`config.mk`:
```
export PLATFORM = sky130hd
export DESIGN_NAME = mem_arbiter
export DESIGN_NICKNAME = d
export VERILOG_FILES = /design/src/rtl/mem_arbiter_pkg.sv /design/src/rtl/mem_arb_pick.sv /design/src/rtl/mem_arbiter.sv
export SDC_FILE = /design/constraint.sdc
export NUM_CORES = 1
export LEC_CHECK = 0
export ABC_AREA = 1
export CORE_ASPECT_RATIO = 0.7
export CORE_MARGIN = 2
export CORE_UTILIZATION = 36
export DETAILED_ROUTE_END_ITERATION = 7
export PLACE_DENSITY = 0.94
export SKIP_CTS_REPAIR_TIMING = 1
export SLEW_MARGIN = 20
export SYNTH_ARGS = -nofsm -noshare
export SYNTH_HDL_FRONTEND = slang
export SYNTH_SLANG_ARGS = --single-unit
export TNS_END_PERCENT = 5
```
`constraint.sdc`:
```
create_clock -name clk -period 1.3 [get_ports clk]
set_input_delay 0.195 -clock clk [delete_from_list [all_inputs] [get_ports clk]]
set_output_delay 0.195 -clock clk [all_outputs]
set_load 0.02 [all_outputs]
```
`src/rtl/mem_arbiter_pkg.sv`:
```
// mem_arbiter_pkg
// Shared constants for the two-port memory arbiter and its bench:
//   ADDR / WORD      - memory address and data word widths
//   OWN_*            - encodings of the response-owner register
//   PTR_*            - values of the round-robin preference pointer
//   owner_next()     - who receives the read data in the following cycle
package mem_arbiter_pkg;

    localparam int ADDR = 16;
    localparam int WORD = 32;

    localparam logic [1:0] OWN_NONE = 2'd0;
    localparam logic [1:0] OWN_I    = 2'd1;
    localparam logic [1:0] OWN_D    = 2'd2;

    localparam logic PTR_I = 1'b0;
    localparam logic PTR_D = 1'b1;

    // Only granted reads produce a response; writes and idle cycles do not.
    function automatic logic [1:0] owner_next(input logic i_gnt,
                                              input logic d_gnt,
                                              input logic d_we);
        logic [1:0] own;
        if (i_gnt) begin
            own = OWN_I;
        end else if (d_gnt && !d_we) begin
            own = OWN_D;
        end else begin
            own = OWN_NONE;
        end
        return own;
    endfunction

endpackage

```
`src/rtl/mem_arb_pick.sv`:
```
// mem_arb_pick
// Arbitration policy between the fetch and data requesters.
// Configuration macro: MEM_ARB_RR_EN
//   defined   - round-robin: on a conflict the requester named by ptr wins
//               and ptr_next points at the loser; uncontested grants keep ptr.
//   undefined - fixed priority: data always wins; ptr is passed through.
// Ports:
//   i_req, d_req  in  - requests
//   ptr           in  - preferred requester on a conflict (PTR_I / PTR_D)
//   gnt           out - one-hot grant, bit 0 = fetch, bit 1 = data
//   ptr_next      out - pointer value for the next cycle
module mem_arb_pick
    import mem_arbiter_pkg::*;
(
    input  logic       i_req,
    input  logic       d_req,
    input  logic       ptr,
    output logic [1:0] gnt,
    output logic       ptr_next
);

    // Grant selection and pointer update.
    always_comb begin
        gnt      = 2'b00;
        ptr_next = ptr;
        if (i_req && d_req) begin
`ifdef MEM_ARB_RR_EN
            if (ptr == PTR_D) begin
                gnt      = 2'b10;
                ptr_next = PTR_I;
            end else begin
                gnt      = 2'b01;
                ptr_next = PTR_D;
            end
`else
            gnt = 2'b10;
`endif
        end else if (d_req) begin
            gnt = 2'b10;
        end else if (i_req) begin
            gnt = 2'b01;
        end else begin
            gnt = 2'b00;
        end
    end

endmodule

```
`src/rtl/mem_arbiter.sv`:
```
// mem_arbiter
// Shares one single-ported WORD x 2^ADDR memory between instruction fetch
// and load/store. At most one requester is granted per cycle; the granted
// command drives the memory and read data is routed back one cycle later
// to the requester that issued the read.
// Configuration macro: MEM_ARB_RR_EN (round-robin; fixed data priority
// when undefined).
// Ports:
//   clk, rst                          - clock, synchronous active-high reset
//   i_req, i_addr / i_gnt             - fetch request / accept
//   i_rvalid, i_rdata                 - fetch read response
//   d_req, d_we, d_addr, d_wdata      - data request
//   d_gnt, d_rvalid, d_rdata          - data accept / read response
//   m_a, m_w, m_d / m_q               - memory command / registered read data
module mem_arbiter
    import mem_arbiter_pkg::*;
(
    input  logic            clk,
    input  logic            rst,
    input  logic            i_req,
    input  logic [ADDR-1:0] i_addr,
    output logic            i_gnt,
    output logic            i_rvalid,
    output logic [WORD-1:0] i_rdata,
    input  logic            d_req,
    input  logic            d_we,
    input  logic [ADDR-1:0] d_addr,
    input  logic [WORD-1:0] d_wdata,
    output logic            d_gnt,
    output logic            d_rvalid,
    output logic [WORD-1:0] d_rdata,
    output logic [ADDR-1:0] m_a,
    output logic            m_w,
    output logic [WORD-1:0] m_d,
    input  logic [WORD-1:0] m_q
);

    logic [1:0]      gnt_s;
    logic            ptr_s;
    logic            ptr_next_s;
    logic [1:0]      owner_r;
    logic [ADDR-1:0] a_hold_r;
    logic [WORD-1:0] d_hold_r;

    mem_arb_pick u_pick (
        .i_req    (i_req),
        .d_req    (d_req),
        .ptr      (ptr_s),
        .gnt      (gnt_s),
        .ptr_next (ptr_next_s)
    );

`ifdef MEM_ARB_RR_EN
    logic ptr_r;

    // Round-robin pointer; prefers data out of reset.
    always_ff @(posedge clk) begin
        if (rst) begin
            ptr_r <= PTR_D;
        end else begin
            ptr_r <= ptr_next_s;
        end
    end

    assign ptr_s = ptr_r;
`else
    logic unused_ptr_s;

    assign ptr_s        = PTR_D;
    assign unused_ptr_s = ptr_next_s;
`endif

    // Grants are suppressed while reset is asserted.
    always_comb begin
        if (rst) begin
            i_gnt = 1'b0;
            d_gnt = 1'b0;
        end else begin
            i_gnt = gnt_s[0];
            d_gnt = gnt_s[1];
        end
    end

    // Memory command: winner's fields, otherwise the last driven values.
    always_comb begin
        if (rst) begin
            m_a = {ADDR{1'b0}};
            m_d = {WORD{1'b0}};
        end else if (d_gnt) begin
            m_a = d_addr;
            m_d = d_wdata;
        end else if (i_gnt) begin
            m_a = i_addr;
            m_d = d_hold_r;
        end else begin
            m_a = a_hold_r;
            m_d = d_hold_r;
        end
    end

    assign m_w = d_gnt & d_we;

    // Hold registers for the idle mux select and the response owner.
    always_ff @(posedge clk) begin
        if (rst) begin
            a_hold_r <= {ADDR{1'b0}};
            d_hold_r <= {WORD{1'b0}};
            owner_r  <= OWN_NONE;
        end else begin
            a_hold_r <= m_a;
            d_hold_r <= m_d;
            owner_r  <= owner_next(i_gnt, d_gnt, d_we);
        end
    end

    // A read granted just before reset must not produce a response, so the
    // owner is masked by rst as well as cleared by it.
    assign i_rvalid = (owner_r == OWN_I) & ~rst;
    assign d_rvalid = (owner_r == OWN_D) & ~rst;
    assign i_rdata  = m_q;
    assign d_rdata  = m_q;

endmodule

```
After elaboration in Yosys (flattened, before gate mapping)
Cells that the tools add are included.

word-level totals
  flip-flop bits (word level) = 50
  bits of input ports = 101
  output and inout bits = 117
  logic and storage cells = 26

operators by class
  equality and inequality tests = 2
  mux-type cells = 12
  bitwise logic cells = 4
  reductions and logical operators = 4

operator list
  operator                                                               number
  32-bit two-way mux                                                     2
  16-bit two-way mux                                                     3
  2-bit two-way mux                                                      3
  1-bit two-way mux                                                      4
  1-bit bitwise AND                                                      3
  2-bit by 1-bit equality test with 1-bit output, second input constant  1
  2-bit equality test, second input constant                             1
  1-bit logical AND                                                      2
  2-bit OR reduction                                                     1
  1-bit logical NOT                                                      1
  1-bit inverter                                                         1

Logic depth before layout (Yosys ltp)
  depth after elaboration = 7
  mapped depth = 7
  mapped depth without buffers = 6

Cells and area by module
Synthesis repeated with hierarchy kept, for this count alone.

unflattened totals
  cells, all modules = 394
  area total of the unflattened synthesis = 2959.1 µm²

by module, submodules not included
  module        instances  cells each  area an instance (µm²)  sequential area each (µm²)
  mem_arbiter   1          390         2940.3                  1001.0
  mem_arb_pick  1          4           18.8                    0.0

Least setup slack after synthesis
No wires, ideal clock.

  kind = input to output
  start = input port i_req
  end = output port m_a[2]
  arrival time = 950 ps
  required time = 1105 ps
  setup slack = 155 ps
  cell stages on the path = 4
  buffers on the path = 2
  path through = buf_2 -> buf_2 -> nor2_1 -> o21ai_1

on the way
  word-level cells in the longest chain between the ends = 7
  elaborated cells between the ends (all ways) = 9
  those cells by class = 8 x mux; 1 x reduce/logical

ends and longest elaborated chain
  element               RTL line            text
  start, declared       mem_arbiter.sv:20   input logic i_req,
  1-bit two-way mux     mem_arb_pick.sv:40  end else if (i_req) begin
  2-bit two-way mux     mem_arb_pick.sv:38  end else if (d_req) begin
  2-bit two-way mux *   mem_arb_pick.sv:26  if (i_req && d_req) begin
  1-bit two-way mux     mem_arbiter.sv:75   if (rst) begin
  16-bit two-way mux    mem_arbiter.sv:92   end else if (i_gnt) begin
  16-bit two-way mux *  mem_arbiter.sv:89   end else if (d_gnt) begin
  16-bit two-way mux *  mem_arbiter.sv:86   if (rst) begin
  end, declared         mem_arbiter.sv:32   output logic [ADDR-1:0] m_a,

Mark *: on every way between the ends. The rest lies on a longest branch, timed or not.

Worst setup path in the final report
  start = input port d_req
  end = output port m_d[29]

on the way
  word-level cells in the longest chain between the ends = 5
  elaborated cells between the ends (all ways) = 6
  those cells by class = 5 x mux; 1 x reduce/logical

ends and longest elaborated chain
  element                                                 RTL line                                text
  start, declared                                         mem_arbiter.sv:25                       input logic d_req,
  2-bit two-way mux or 1-bit logical AND (tied branches)  mem_arb_pick.sv:38, mem_arb_pick.sv:26
  2-bit two-way mux *                                     mem_arb_pick.sv:26
  1-bit two-way mux *                                     mem_arbiter.sv:75
  32-bit two-way mux *                                    mem_arbiter.sv:89
  32-bit two-way mux *                                    mem_arbiter.sv:86
  end, declared                                           mem_arbiter.sv:34                       output logic [WORD-1:0] m_d,

Marks and branches as above.

==> impl_metrics.py <==
metrics = {
    "run_status": {
        "status": "complete, but fails checks",
        "violations": "setup timing",
    },
    "floorplanning": {
        "start_util_pct": 37.1,
        "dieArea_sq_um": 8190,
        "boundaryPins": 218,
        "die_h_um": 76.3,
        "core_area_sq_um": 7250,
        "rows": 26,
        "die_w_um": 107,
    },
    "finish": {
        "num_antenna_cells": 0,
        "drive_gt1_share_pct": 27.7,
        "area_delta_synth_final_pct": 40.8,
        "layout.nets": 515,
        "n_fill_cell": 660,
        "postLayoutCellArea_sq_um": 3780,
        "fin_cells": 513,
    },
    "timing": {
        "tightestPinTransition_ps": 243,
        "fmax_mhz": 758,
        "finalCritPeriodShare_pct": 102,
        "hold-worst-slack_ps": 349,
        "fin_crit_ps": 1320,
        "setup_viol": 1,
        "hold_viol": 0,
        "finalWorstSetupSlack_ps": -19.5,
        "relSlewSlack_pct": 83.8,
        "tns_ps": -19.5,
        "clock_skew_ps": 0,
        "rsz0062_at_grt": "yes",
        "slew_violations": 0,
    },
    "clocking": {
        "clkTransAtPathRegs_ps": 80,
        "htreeDepth": 2,
        "cts_inserted_buffers": 5,
        "cts.sinks": 50,
        "cts_tree": "built",
        "cts_buffer_depth": 2,
        "cts_root_buffer": "clkbuf_8",
        "clkLatencyLatePin_ps": 290,
    },
    "yosys": {
        "synth_edf_count": 0,
        "ys.warnings.count": 0,
        "synth-seq-cells": 50,
        "synth_top_area_share_pct": 37.2,
        "synth_nets": 421,
        "async_reset_ff_share_pct": 0,
        "seq_area_frac_synth_pct": 37.2,
        "yosys-top-cells-area": "dfxtp_1 (37%), a22o_1 (21%), buf_4 (20%)",
        "synthesis.area_sq_um": 2690,
        "synth_top_family_by_area": "buffers and inverters",
        "yosysUniqueCellTypes": 15,
        "synth_xor_xnor_area_share_pct": 0,
        "synthMuxAreaShare_pct": 0,
        "avgSynthCellArea_sq_um": 8.40,
        "yosysTopAreaCell": "dfxtp_1",
        "yosys.area_share.simple_pct": 15.8,
        "synth_commonest_cells": "nand2_1 (101), buf_4 (71), a22o_1 (64), dfxtp_1 (50), buf_6 (8)",
        "yosysMostFrequentCell": "nand2_1",
        "postSynthCellCount": 320,
        "synth-compound-area-share_pct": 22.0,
        "synth-adder-area-share_pct": 0,
        "ys.flop_type": "dfxtp_1",
    },
    "setup_path": {
        "rrSetupSlack_ps": 620,
        "crit_required_ps": 1110,
        "setup.worst_path.class": "in -> out",
        "worst_setup_path_start_kind": "input pin",
        "end_kind": "output pin",
        "critPathArrivalTime_ps": 1120,
        "cp_max_fo": 6,
    },
    "global_route": {
        "grt_overflow": 0,
        "antenna_found_initial": 0,
        "grt_use_total_pct": 16.1,
        "grt_max_degree": 36,
        "grt_pass1_vias": 2296,
        "grt_pass1_wl_mm": 10.7,
    },
    "pwr": {
        "powerDensity_nw_per_um2": 931,
        "power_switching_share_pct": 27.1,
        "clkPwrFrac_pct": 25.8,
        "combPwrFrac_pct": 26.9,
        "p_seq_share_pct": 47.3,
        "p_leak_nw": 1.96,
        "p_switching_mw": 0.956,
        "p_int_mw": 2.57,
        "ir_worst_vdd_uv": 433,
    },
    "placed_design": {
        "portBuffers": 121,
        "gp_congestion": 0.789,
        "dpl_cell_area_sq_um": 3710,
        "placed_cells": 492,
        "hpwl_mm": 5.20,
    },
    "routing": {
        "drc": 0,
        "vias_per_cell": 4.89,
        "avgRoutedWirePerCell_um": 14.4,
        "drt-initial-drc-count": 94,
        "first_pass_iters": 4,
        "drtAntennaViolNets": 0,
        "wl_mm": 7.39,
        "vias": 2509,
    },
    "job": {
        "max_cap_viol_count": 0,
    },
    "hold_path": {
        "hp-class": "in -> reg",
    },
}
==> power groups by stage <==
stage	logic [mW]	registers, mW	clock network (mW)
finish	0.947	1.67	0.909
floorplan	0.719	1.69	0
global route	1.01	1.68	1.03
detailed placement	0.953	1.70	0
CTS	0.958	1.67	0.953
global placement	0.928	1.70	0
==> flip-flops by register name, summed over array words and instances, names as in the netlist <==
register,flops
a_hold_r,16
d_hold_r,32
owner_r,2
==> cells in the final DEF, fill, tap and decap left out, types with 2 or more instances in the layout <==
cell,instances
a22o_1,64
o21ai_1,5
clkbuf_8,6
dlymetal6s2s_1,4
buf_12,5
buf_2,8
nand2_1,100
nand2_2,2
inv_1,4
nor2_1,5
clkdlybuf4s50_1,65
buf_4,47
clkbuf_16,3
dfxtp_1,50
clkbuf_2,30
buf_6,8
==> worst max-delay path, cell delays in order <==
cell and delay [ps]:
buf_4 110, nor2_4 40, buf_4 140, buf_6 120, clkbuf_16 150, a22o_1 240, buf_6 130
==> cells by family after synthesis <==
| group | count (synthesis) |
|---|---|
| AOI/OAI and AO/OA | 70 |
| DFF | 50 |
| and+or+nand+nor | 110 |
| buffers and inverters | 90 |
==> area by class of cell <==
| cell class | instances | area (sq um) | area share, % |
|---|---|---|---|
| multi-input combinational | 180 | 1020 | 27.0 |
| tap | 98 | 123 | 3.24 |
| clock buffer | 7 | 86.3 | 2.28 |
| clock inverter | 1 | 5.00 | 0.132 |
| timing repair buffer | 170 | 1510 | 39.9 |
| sequential | 50 | 1000 | 26.4 |
| inverter | 7 | 38.8 | 1.02 |
==> per-layer routing <==
layer,GRT usage [%],share of wire [%],vias to the layer above
met5,0,0,-
met4,3.38,0.38,0
met3,8.13,10,6
met2,26.5,47,141
met1,18.7,42,1156
li1,-,-,1206
==> stage by stage <==
step                setup WS [ps]  util [%]  total power, mW
CTS                          -938      52.4             3.58
floorplan                     155         -             2.41
finish                      -19.5      52.2             3.52
global route                -45.6      52.2             3.72
global placement             -897      51.2             2.63
detailed placement           -928      51.2             2.66
==> final timing paths <==
path / start / to / depth (start not counted)
min reg2reg: d_hold_r[9] / d_hold_r[9] / 1
min: rst / a_hold_r[4] / 5
max: d_req / m_d[29] / 7
max reg2reg: d_hold_r[12] / d_hold_r[12] / 1
(Power assumes the default switching activity.)
